<file path="config.mk">
export PLATFORM = sky130hd
export DESIGN_NAME = hazard_ctrl
export DESIGN_NICKNAME = d
export VERILOG_FILES = /design/src/rtl/hazard_ctrl.sv
export SDC_FILE = /design/constraint.sdc
export NUM_CORES = 1
export LEC_CHECK = 0
export BUFFER_PORTS_ARGS = -buffer_cell sky130_fd_sc_hd__buf_2
export CORE_UTILIZATION = 35
export CTS_CLUSTER_DIAMETER = 200
export DETAILED_ROUTE_END_ITERATION = 8
export GPL_TIMING_DRIVEN = 0
export SLEW_MARGIN = 20
export SYNTH_ARGS = -nofsm -noshare
export SYNTH_HDL_FRONTEND = slang
export SYNTH_SLANG_ARGS = --single-unit
</file>
<file path="constraint.sdc">
create_clock -name CLK -period 4.27 [get_ports CLK]
set_input_delay 0.427 -clock CLK [delete_from_list [all_inputs] [get_ports CLK]]
set_output_delay 0.427 -clock CLK [all_outputs]
set_load 0.05 [all_outputs]
</file>
<file path="src/rtl/hazard_ctrl.sv">
// hazard_ctrl: pipeline sequencer for the 5-stage core.
//   Drives the write enables (xxW) and flushes (xxRST) of the IF/ID, ID/EX,
//   EX/MEM and MEM/WB registers plus the PC enable. It handles load-use
//   bubbles, redirect flushes, I/D-memory wait stalls and the HALT drain.
// Ports:
//   CLK, RST               clock; synchronous active-high reset
//   ihit, dhit             imem data valid / dmem access complete
//   memREQ                 instr in MEM accesses dmem
//   idrs, idrt, idusesRT   ID source operands
//   exDRE, exwsel          EX instr is a load / its destination
//   brtaken, exHALT        EX redirect / HALT in EX
//   pcW, ifidW, ifidRST, idexW, idexRST, exmemW, memwbW   pipeline strobes
//   halted                 pipe drained after HALT
//   stallcnt               saturating count of PC-stall cycles in RUN/DWAIT
module hazard_ctrl #(
  parameter int unsigned CNT_W = 16,
  parameter int unsigned DRAIN = 2
) (
  input  logic             CLK,
  input  logic             RST,
  input  logic             ihit,
  input  logic             dhit,
  input  logic             memREQ,
  input  logic [4:0]       idrs,
  input  logic [4:0]       idrt,
  input  logic             idusesRT,
  input  logic             exDRE,
  input  logic [4:0]       exwsel,
  input  logic             brtaken,
  input  logic             exHALT,
  output logic             pcW,
  output logic             ifidW,
  output logic             ifidRST,
  output logic             idexW,
  output logic             idexRST,
  output logic             exmemW,
  output logic             memwbW,
  output logic             halted,
  output logic [CNT_W-1:0] stallcnt
);

  localparam int unsigned DCW = (DRAIN < 1) ? 1 : $clog2(DRAIN + 1);

  typedef enum logic [1:0] {S_RUN, S_DWAIT, S_DRAIN, S_HALTED} state_t;

  state_t           state, state_n;
  logic [DCW-1:0]   dcnt, dcnt_n;
  logic [CNT_W-1:0] cnt;
  logic             run_eval;
  logic             dstall;
  logic             loaduse;

  assign dstall  = memREQ & ~dhit;
  assign loaduse = exDRE && (exwsel != 5'd0) &&
                   ((exwsel == idrs) || (idusesRT && (exwsel == idrt)));

  always_comb begin
    pcW      = 1'b0;
    ifidW    = 1'b0;
    ifidRST  = 1'b0;
    idexW    = 1'b0;
    idexRST  = 1'b0;
    exmemW   = 1'b0;
    memwbW   = 1'b0;
    halted   = 1'b0;
    state_n  = state;
    dcnt_n   = dcnt;
    run_eval = 1'b0;

    case (state)
      S_RUN:   run_eval = 1'b1;
      // dhit releases the wait and the cycle is arbitrated like RUN;
      // dstall is necessarily 0 then.
      S_DWAIT: run_eval = dhit;
      S_DRAIN: begin
        ifidRST = 1'b1;
        idexRST = 1'b1;
        if (!dstall) begin
          ifidW  = 1'b1;
          idexW  = 1'b1;
          exmemW = 1'b1;
          memwbW = 1'b1;
          // The count is loaded with DRAIN, so halting on the cycle that
          // consumes the last unit gives exactly DRAIN advancing cycles.
          if (dcnt <= DCW'(1)) state_n = S_HALTED;
          else                 dcnt_n  = dcnt - DCW'(1);
        end
      end
      S_HALTED: halted = 1'b1;
      default:  state_n = S_RUN;
    endcase

    if (run_eval) begin
      state_n = S_RUN;
      if (dstall) begin
        state_n = S_DWAIT;
      end else if (exHALT) begin
        ifidW   = 1'b1;
        ifidRST = 1'b1;
        idexW   = 1'b1;
        idexRST = 1'b1;
        exmemW  = 1'b1;
        memwbW  = 1'b1;
        dcnt_n  = DCW'(DRAIN);
        state_n = S_DRAIN;
      end else if (brtaken) begin
        pcW     = 1'b1;
        ifidW   = 1'b1;
        ifidRST = 1'b1;
        idexW   = 1'b1;
        idexRST = 1'b1;
        exmemW  = 1'b1;
        memwbW  = 1'b1;
      end else if (loaduse) begin
        idexW   = 1'b1;
        idexRST = 1'b1;
        exmemW  = 1'b1;
        memwbW  = 1'b1;
      end else if (!ihit) begin
        ifidW   = 1'b1;
        ifidRST = 1'b1;
        idexW   = 1'b1;
        exmemW  = 1'b1;
        memwbW  = 1'b1;
      end else begin
        pcW     = 1'b1;
        ifidW   = 1'b1;
        idexW   = 1'b1;
        exmemW  = 1'b1;
        memwbW  = 1'b1;
      end
    end

    // Reset forces every strobe low for the whole reset cycle.
    if (RST) begin
      pcW     = 1'b0;
      ifidW   = 1'b0;
      ifidRST = 1'b0;
      idexW   = 1'b0;
      idexRST = 1'b0;
      exmemW  = 1'b0;
      memwbW  = 1'b0;
      halted  = 1'b0;
    end
  end

  always_ff @(posedge CLK) begin
    if (RST) begin
      state <= S_RUN;
      dcnt  <= '0;
      cnt   <= '0;
    end else begin
      state <= state_n;
      dcnt  <= dcnt_n;
      if (((state == S_RUN) || (state == S_DWAIT)) && !pcW && (cnt != '1))
        cnt <= cnt + CNT_W'(1);
    end
  end

  assign stallcnt = RST ? '0 : cnt;

endmodule
</file>
[Word level (Yosys, flattened, before mapping)]
Index checks and enable logic that the tools add are counted.
Word-level totals
  output and inout bits: 24
  word-level logic and storage cells: 76
  register bits: 20
  input port bits: 24
Operators by class
  eq/ne operators: 7
  bitwise gates (word level): 2
  $add $sub $neg: 2
  reductions and logical operators: 13
  order comparisons: 1
  muxes and demuxes: 48
Operators by type and width (count)
  $mux W1: 34
  $mux W2: 12
  $add A16 B1 Y16 const B: 1
  $mux W16: 1
  $ne A16 B16 Y1 const B: 1
  $eq A5 B5 Y1: 2
  $logic_and A1 B1 Y1: 5
  $reduce_bool A5 Y1: 1
  $eq A2 B2 Y1 const B: 2
  $reduce_bool A2 Y1: 2
  $reduce_and A3 Y1: 1
  $eq A2 B1 Y1 const B: 1
  $le A2 B1 Y1 const B: 1
  $logic_not A2 Y1: 1
  $logic_or A1 B1 Y1: 2
  $ne A2 B2 Y1 const B: 1
  $pmux W1 S2: 1
  $sub A2 B1 Y2 const B: 1
  $and A1 B1 Y1: 1
  $logic_not A1 Y1: 1
  $not A1 Y1: 1

[Depth between registers and ports, before layout]
Gate-level depths: netlist (run 1).
  depth in word-level cells: 13
  gate-level depth with buffers: 9

[Least setup slack after synthesis (run 1)]
No wires, ideal clock.
  path type: input to output
  from: input port exwsel[1]
  to: output port ifidRST
  buffers on the path: 0
  arrival: 2181 ps
  cell stages on the path: 6
  slack: 1662 ps
  cell sequence: or4_1 -> o21ai_1 -> and2b_2 -> o21ai_0 -> a21oi_1 -> nor2_1
Between the ends
  cells in the longest elaborated chain, start to end: 10
RTL lines
  start, declared: RTL line 28  | input logic [4:0] exwsel,
  $eq A5 B5 Y1: RTL line 55  | ((exwsel == idrs) || (idusesRT && (exwsel == idrt)));
  $logic_and A1 B1 Y1: RTL line 55
  $logic_or A1 B1 Y1: RTL line 55
  $logic_and A1 B1 Y1 (*): RTL line 54  | assign loaduse = exDRE && (exwsel != 5'd0) &&
  $mux W1 (*): RTL line 114  | end else if (loaduse) begin
  $mux W1 (*): RTL line 106  | end else if (brtaken) begin
  $mux W1 (*): RTL line 97  | end else if (exHALT) begin
  $mux W1 (*): RTL line 95  | if (dstall) begin
  $mux W1 (*): RTL line 93  | if (run_eval) begin
  $mux W1 (*): RTL line 135  | if (RST) begin
  end, declared: RTL line 33  | output logic ifidRST,
Mark *: on every way between the ends. The rest lies on a longest branch, timed or not.

[Worst setup path after layout (run 1)]
Ends and elaborated chain as after synthesis.

==> key figures, run 1 <==
Pwr
  • Switching power total: 0.148 mW
  • Share of power burned in registers: 42.8%
  • Power Dens Cells: 277 mW/mm2
  • Clock share of power: 31.0%
  • Comb power frac: 26.2%
  • Switching Fraction: 31.6%
  • Maximum vdd drop: 0.134 mV
  • Pleak: 0.808 nW
  • Int Pwr: 0.322 mW

Placed design
  • Placed cells: 271
  • Placer congestion estimate: 0.784
  • IO Port Bufs: 47
  • Post-DP HPWL: 2.41 mm

Critical path
  • CP arrival: 2.11 ns
  • R2R Path Start: state[0]
  • Setup CP Type: in -> out
  • Crit-path max FO: 4
  • R2R Setup Slk: 2.19 ns
  • Crit path from: exwsel[1]
  • CP Capture Type: output port
  • Req. time, crit path: 3.84 ns
  • CP startpoint kind: input pin

Synth
  • Post-Syn Area: 0.00134 mm2
  • Syn Area/Cell: 7.64 um2
  • Synthesized Nets: 203
  • Dominant cells by area after synthesis: dfxtp_1 (30%), xnor2_1 (7.2%), nor2b_1 (7.0%)
  • Post-synth EDFFs: 0
  • Yosys top cell by area: dfxtp_1
  • Yosys top cell area share: 29.8%
  • Fraction of registers with async set/reset: 0%
  • Cells after Synth: 176
  • Post-synth cell types: 32
  • Yosys reg bits: 20
  • Top_reg_cell synth: dfxtp_1
  • Yosys warns: 0
  • Seq/Total Area, Yosys: 29.8%

Finish
  • N_diodes: 0
  • Filler cells: 385
  • P&R area growth vs syn: 26.1%
  • Net count, final: 255
  • Finished Layout Cells: 275
  • Fraction of layout cells with a size suffix above 1: 28.6%
  • Register area: 400 um2
  • Multi-input logic area: 865 um2

STA
  • Max-slew violation count: 0
  • Slew @ Worst Pin: 0.485 ns
  • Final Setup Violations: 0
  • Hold_ws: 0.486 ns
  • RSZ-0062 raised after global routing: false
  • Period utilisation layout: 59.5%
  • Final Hold Fails: 0
  • Relative max-transition margin: 67.7%
  • Setup TNS: 0 ns
  • Final Skew: 0.00534 ns
  • Tmin final: 2.54 ns
  • Max Clk Rate: 0.394 GHz

Clock tree
  • Clock Sink Count: 20
  • CTS H-tree depth: 1
  • CTS tree: yes
  • # resized after CTS: 0
  • Setup bufs post-CTS: 0
  • Clock transition at path regs: 0.08 ns
  • Num CTS Buffers: 3
  • CTS root buf: clkbuf_8
  • # hold bufs at CTS: 0
  • Clock Tree Buf Depth: 2
  • Clk_lat worst skew: 0.26 ns

Worst hold path
  • Worst min-delay path category: in -> reg
  • Hold_sp: RST

Global routing
  • Vias in the first global route: 1,216
  • Initial antenna violation count: 0
  • Largest net degree at the start of global routing: 12
  • Global-route wire length before repair: 5.25 mm
  • Overall Global Routing Usage: 16.3%
  • Gr ovfl total: 0

Drt
  • Routed wire per std cell: 11.3 um
  • DR iter-0 viols: 56
  • Via count: 1,318
  • Antenna viol nets, final: 0
  • Drt via density: 4.79
  • Detailed Route WL: 3.11 mm
  • Drt first pass iters: 4
  • Remaining DRCs: 0

Floorplan
  • Chip Height: 64.0 um
  • Die area: 0.00409 mm2
  • Top-Level Pins: 48
  • Die width: 64.0 um
  • Row count: 22
  • Core area: 0.00366 mm2
  • Initial core utilization: 36.7%

Job
  • Max-Cap Viols: 0

Status
  • Status: complete, no violations
-- layout make-up --
| cell class | instances | area share (%) |
|---|---|---|
| inverter | 4 | 0.886 |
| sequential | 20 | 23.6 |
| timing repair buffer | 47 | 13.9 |
| multi-input combinational | 142 | 51.0 |
| buffer | 10 | 3.77 |
| tap | 48 | 3.55 |
| clock buffer | 4 | 3.25 |
-- cells in the final DEF (no fill, tap or decap), drive strengths merged, types with 3 or more instances in the layout --
cell type  instances
buf               55
nor2              23
dfxtp             20
nand2             18
nor2b             15
xnor2             11
nand3             10
a21oi             10
mux2              10
o21ai              9
nand4              8
and3               6
clkbuf             6
or4                5
inv                4
ha                 3
-- flip-flops by register name (all words and copies together) (netlist names) --
register / count
state: 2
cnt: 16
dcnt: 2
-- per-stage QoR --
stage               power (mW)  instance area (um2)  worst slack, ns  util [%]
finish                   0.470                 1690             1.73      46.3
global route             0.498                 1690             1.64      46.3
CTS                      0.476                 1690             1.73      46.3
detailed placement       0.329                 1640             1.74      44.8
global placement         0.329                 1640             1.72      44.8
floorplan                0.295                 1340             1.66         -
-- power by group through the flow --
stage	sequential (mW)	combinational [mW]	clock (mW)
global placement	0.206	0.123	0
detailed placement	0.205	0.124	0
finish	0.201	0.123	0.146
global route	0.202	0.136	0.160
CTS	0.201	0.124	0.150
floorplan	0.204	0.0910	0
-- worst paths after layout --
check,end,cells after the start
hold / removal,cnt[13],3
setup reg to reg,cnt[4],8
setup / recovery,ifidRST,8
hold reg to reg,cnt[1],2
-- Yosys cell counts, types with 4 or more instances --
library cell / count
nor2b_1: 15
nor2_1: 23
a21oi_1: 9
and3_1: 5
nand2_1: 18
nand4_1: 8
inv_1: 4
dfxtp_1: 20
o21ai_0: 8
or4_1: 5
nand3_1: 10
xnor2_1: 11
mux2_2: 4
mux2_1: 6
-- critical path, cell delays in order --
cell and delay (ns):
buf_2 0.12, or4_1 0.51, o21ai_1 0.16, and2b_2 0.26
o21ai_0 0.20, a21oi_1 0.09, nor2_1 0.08, buf_2 0.27
-- logic make-up (layout without fill, tap and decap cells) --
logic type,Yosys count,after routing,share of synthesized area (%)
AOI/OAI and AO/OA,22,22,8.94
adders and majority gates,3,3,2.79
DFF,20,20,29.8
muxes,10,10,8.38
and+or+nand+nor,96,96,37.1
xor gates and xnor gates,11,11,7.17
buffers and inverters,14,65,5.87
-- layer usage --
layer | wire, um | global-route usage, % | vias to the layer above
li1 | - | - | 701
met1 | 1470 | 19.1 | 591
met2 | 1470 | 28.9 | 24
met3 | 141 | 4.64 | 2
met4 | 20 | 4.26 | 0
met5 | 0 | 0 | -
No activity file was read; power rests on OpenSTA's default activity.
==> run 2, diff against run 1 <==
- ABC_AREA: unset -> 1
- clock period: 4.27 -> 2.2 ns (I/O delays scaled with it)
==> key figures, run 2 <==
Clock tree
  • # resized after CTS: 0
  • Num CTS Buffers: 3
  • Clock transition at path regs: 0.08 ns
  • CTS H-tree depth: 1
  • Clk_lat worst skew: 0.26 ns
  • Setup bufs post-CTS: 0
  • CTS tree: yes
  • Clock Tree Buf Depth: 2
  • # hold bufs at CTS: 0
  • Clock Sink Count: 20
  • CTS root buf: clkbuf_8

Critical path
  • Req. time, crit path: 1.98 ns
  • Worst path cell trace: a21oi_1 > inv_1 > nor3_2 > nand2_4 > clkbuf_4 > inv_1 > buf_2
  • CP startpoint kind: register
  • Slowest CP cell: dfxtp_1
  • CP Capture Type: output port
  • Crit path top cell by count: inv_1
  • Crit-path max FO: 10
  • Crit-path max cell delay: 0.36 ns
  • Setup CP Type: reg -> out
  • CP arrival: 1.84 ns

Drt
  • Drt via density: 4.72
  • Antenna viol nets, final: 0
  • Via count: 1,703
  • Remaining DRCs: 0
  • Drt first pass iters: 4
  • Detailed Route WL: 3.93 mm
  • Routed wire per std cell: 10.9 um
  • DR iter-0 viols: 89

STA
  • Slew @ Worst Pin: 0.721 ns
  • RSZ-0062 raised after global routing: false
  • Max Clk Rate: 0.486 GHz
  • Tmin final: 2.06 ns
  • Setup TNS: 0 ns
  • Final Hold Fails: 0
  • Max-slew violation count: 0
  • Final Setup Violations: 0
  • Relative max-transition margin: 51.9%
  • Period utilisation layout: 93.6%
  • Final Skew: 0.00273 ns

Global routing
  • Vias in the first global route: 1,562
  • Overall Global Routing Usage: 16.9%
  • Initial antenna violation count: 0
  • Largest net degree at the start of global routing: 11
  • Gr ovfl total: 0
  • Global-route wire length before repair: 6.80 mm

Pwr
  • Comb power frac: 29.1%
  • Pleak: 0.951 nW
  • Switching power total: 0.322 mW
  • Clock share of power: 27.9%
  • Switching Fraction: 35.8%
  • Int Pwr: 0.579 mW
  • Share of power burned in registers: 43.0%
  • Maximum vdd drop: 0.188 mV
  • Power Dens Cells: 462 mW/mm2

Finish
  • Commonest non-fill, non-tap cells in the layout: nand2_1 (62), buf_2 (49), inv_1 (39)
  • Largest regs: cnt x16, dcnt x2, state x2
  • Most flops, register: cnt
  • Net count, final: 338
  • Max reg flops: 16
  • Fraction of layout cells with a size suffix above 1: 26.2%
  • Finished Layout Cells: 361
  • Most common cell after layout, fill and taps aside: nand2_1
  • N_diodes: 0
  • P&R area growth vs syn: 21.5%

Status
  • Status: complete, no violations

Synth
  • Synthesized Nets: 287
  • Yosys top cell area share: 24.9%
  • Fraction of registers with async set/reset: 0%
  • Yosys top cell by area: dfxtp_1
  • Post-synth EDFFs: 0
  • Dominant cells by area after synthesis: dfxtp_1 (25%), nand2_1 (14%), inv_1 (9.1%)
  • Post-synth cell types: 28
  • Post-Syn Area: 0.00161 mm2
  • Seq/Total Area, Yosys: 24.9%
  • Yosys reg bits: 20
  • Commonest cells in the netlist: nand2_1 (62), inv_1 (39), nor2_1 (29)
  • Cells after Synth: 260
  • Yosys warns: 0
  • Most frequent cell after synthesis: nand2_1
  • Top_reg_cell synth: dfxtp_1
  • Syn Area/Cell: 6.18 um2

Placed design
  • Placer congestion estimate: 0.885
  • Post-DP HPWL: 3.10 mm
  • IO Port Bufs: 46
  • Placed cells: 358

Floorplan
  • Core area: 0.00438 mm2
  • Chip Height: 69.8 um
  • Row count: 24
  • Top-Level Pins: 48
  • Die area: 0.00487 mm2
  • Initial core utilization: 36.6%
  • Die width: 69.8 um

Job
  • Max-Cap Viols: 0

Worst hold path
  • Worst min-delay path category: in -> reg
## run 2: changes by cell type after synthesis, sizes merged, moves of 6 or more
cell | before | now
inv | 4 | 44
a21oi | 10 | 22
xnor2 | 11 | 1
nor2 | 23 | 29
xor2 | 0 | 14
nand2 | 18 | 68
mux2 | 10 | 0
and3 | 6 | 0
nor2b | 15 | 0
nor3 | 2 | 9
nand3 | 10 | 25
## run 2: final cells by class
type	count	area, um2
clock buffer	3	41.3
fill	480	2430
sequential	20	400
inverter	44	165
tap	52	65.1
multi-input combinational	186	986
buffer	10	63.8
timing repair buffer	46	230
## run 2: cell families (layout without fill, tap and decap cells)
family                   after synthesis  after routing  share of synthesized area [%]
buffers and inverters                 54            103                           14.3
flip-flops                            20             20                           24.9
XOR/XNOR                              15             15                           8.18
AND/OR/NAND/NOR                      138            138                           38.6
AO/OA/AOI/OAI                         30             30                           11.8
adder cells (fa/ha/maj)                3              3                           2.34
## run 2: worst paths after layout
check	from	slack, ns	depth (start not counted)	end
min reg2reg	cnt[4]	0.49	2	cnt[4]
max reg2reg	cnt[0]	0.21	7	cnt[9]
max	state[1]	0.14	7	pcW
min	RST	0.25	2	cnt[12]
## run 2: stage by stage
| stage | power (mW) | worst slack (ns) | utilization (%) | instance area [um2] | hold WS, ns |
|---|---|---|---|---|---|
| floorplan | 0.586 | 0.232 | - | 1610 | 0.406 |
| global placement | 0.656 | 0.234 | 43.5 | 1910 | 0.469 |
| detailed placement | 0.659 | 0.233 | 43.5 | 1910 | 0.477 |
| CTS | 0.903 | 0.0561 | 44.4 | 1950 | 0.253 |
| global route | 0.948 | 0.000872 | 44.5 | 1950 | 0.267 |
| finish | 0.902 | 0.141 | 44.5 | 1950 | 0.252 |
## run 2: routing by layer
layer  share of wire [%]  vias up  global-route usage (%)
met2                  48       28                    30.3
met3                 2.6        4                    2.76
li1                    -      915                       -
met1                  49      756                    21.8
met4                0.61        0                    2.00
met5                   0        -                       0
## run 2: critical path, delay by kind of cell (launching register included)
kind            cells  cell delay (ns)
compound gates      1             0.21
simple gates        2             0.36
flops               1             0.36
buf+inv             4             0.65
## run 2: power by group through the flow
stage               Sequential, mW  Combinational, mW  Clock, mW
floorplan                    0.393              0.193          0
global placement             0.395              0.261          0
detailed placement           0.396              0.263          0
CTS                          0.388              0.263      0.252
global route                 0.390              0.290      0.268
finish                       0.388              0.262      0.251
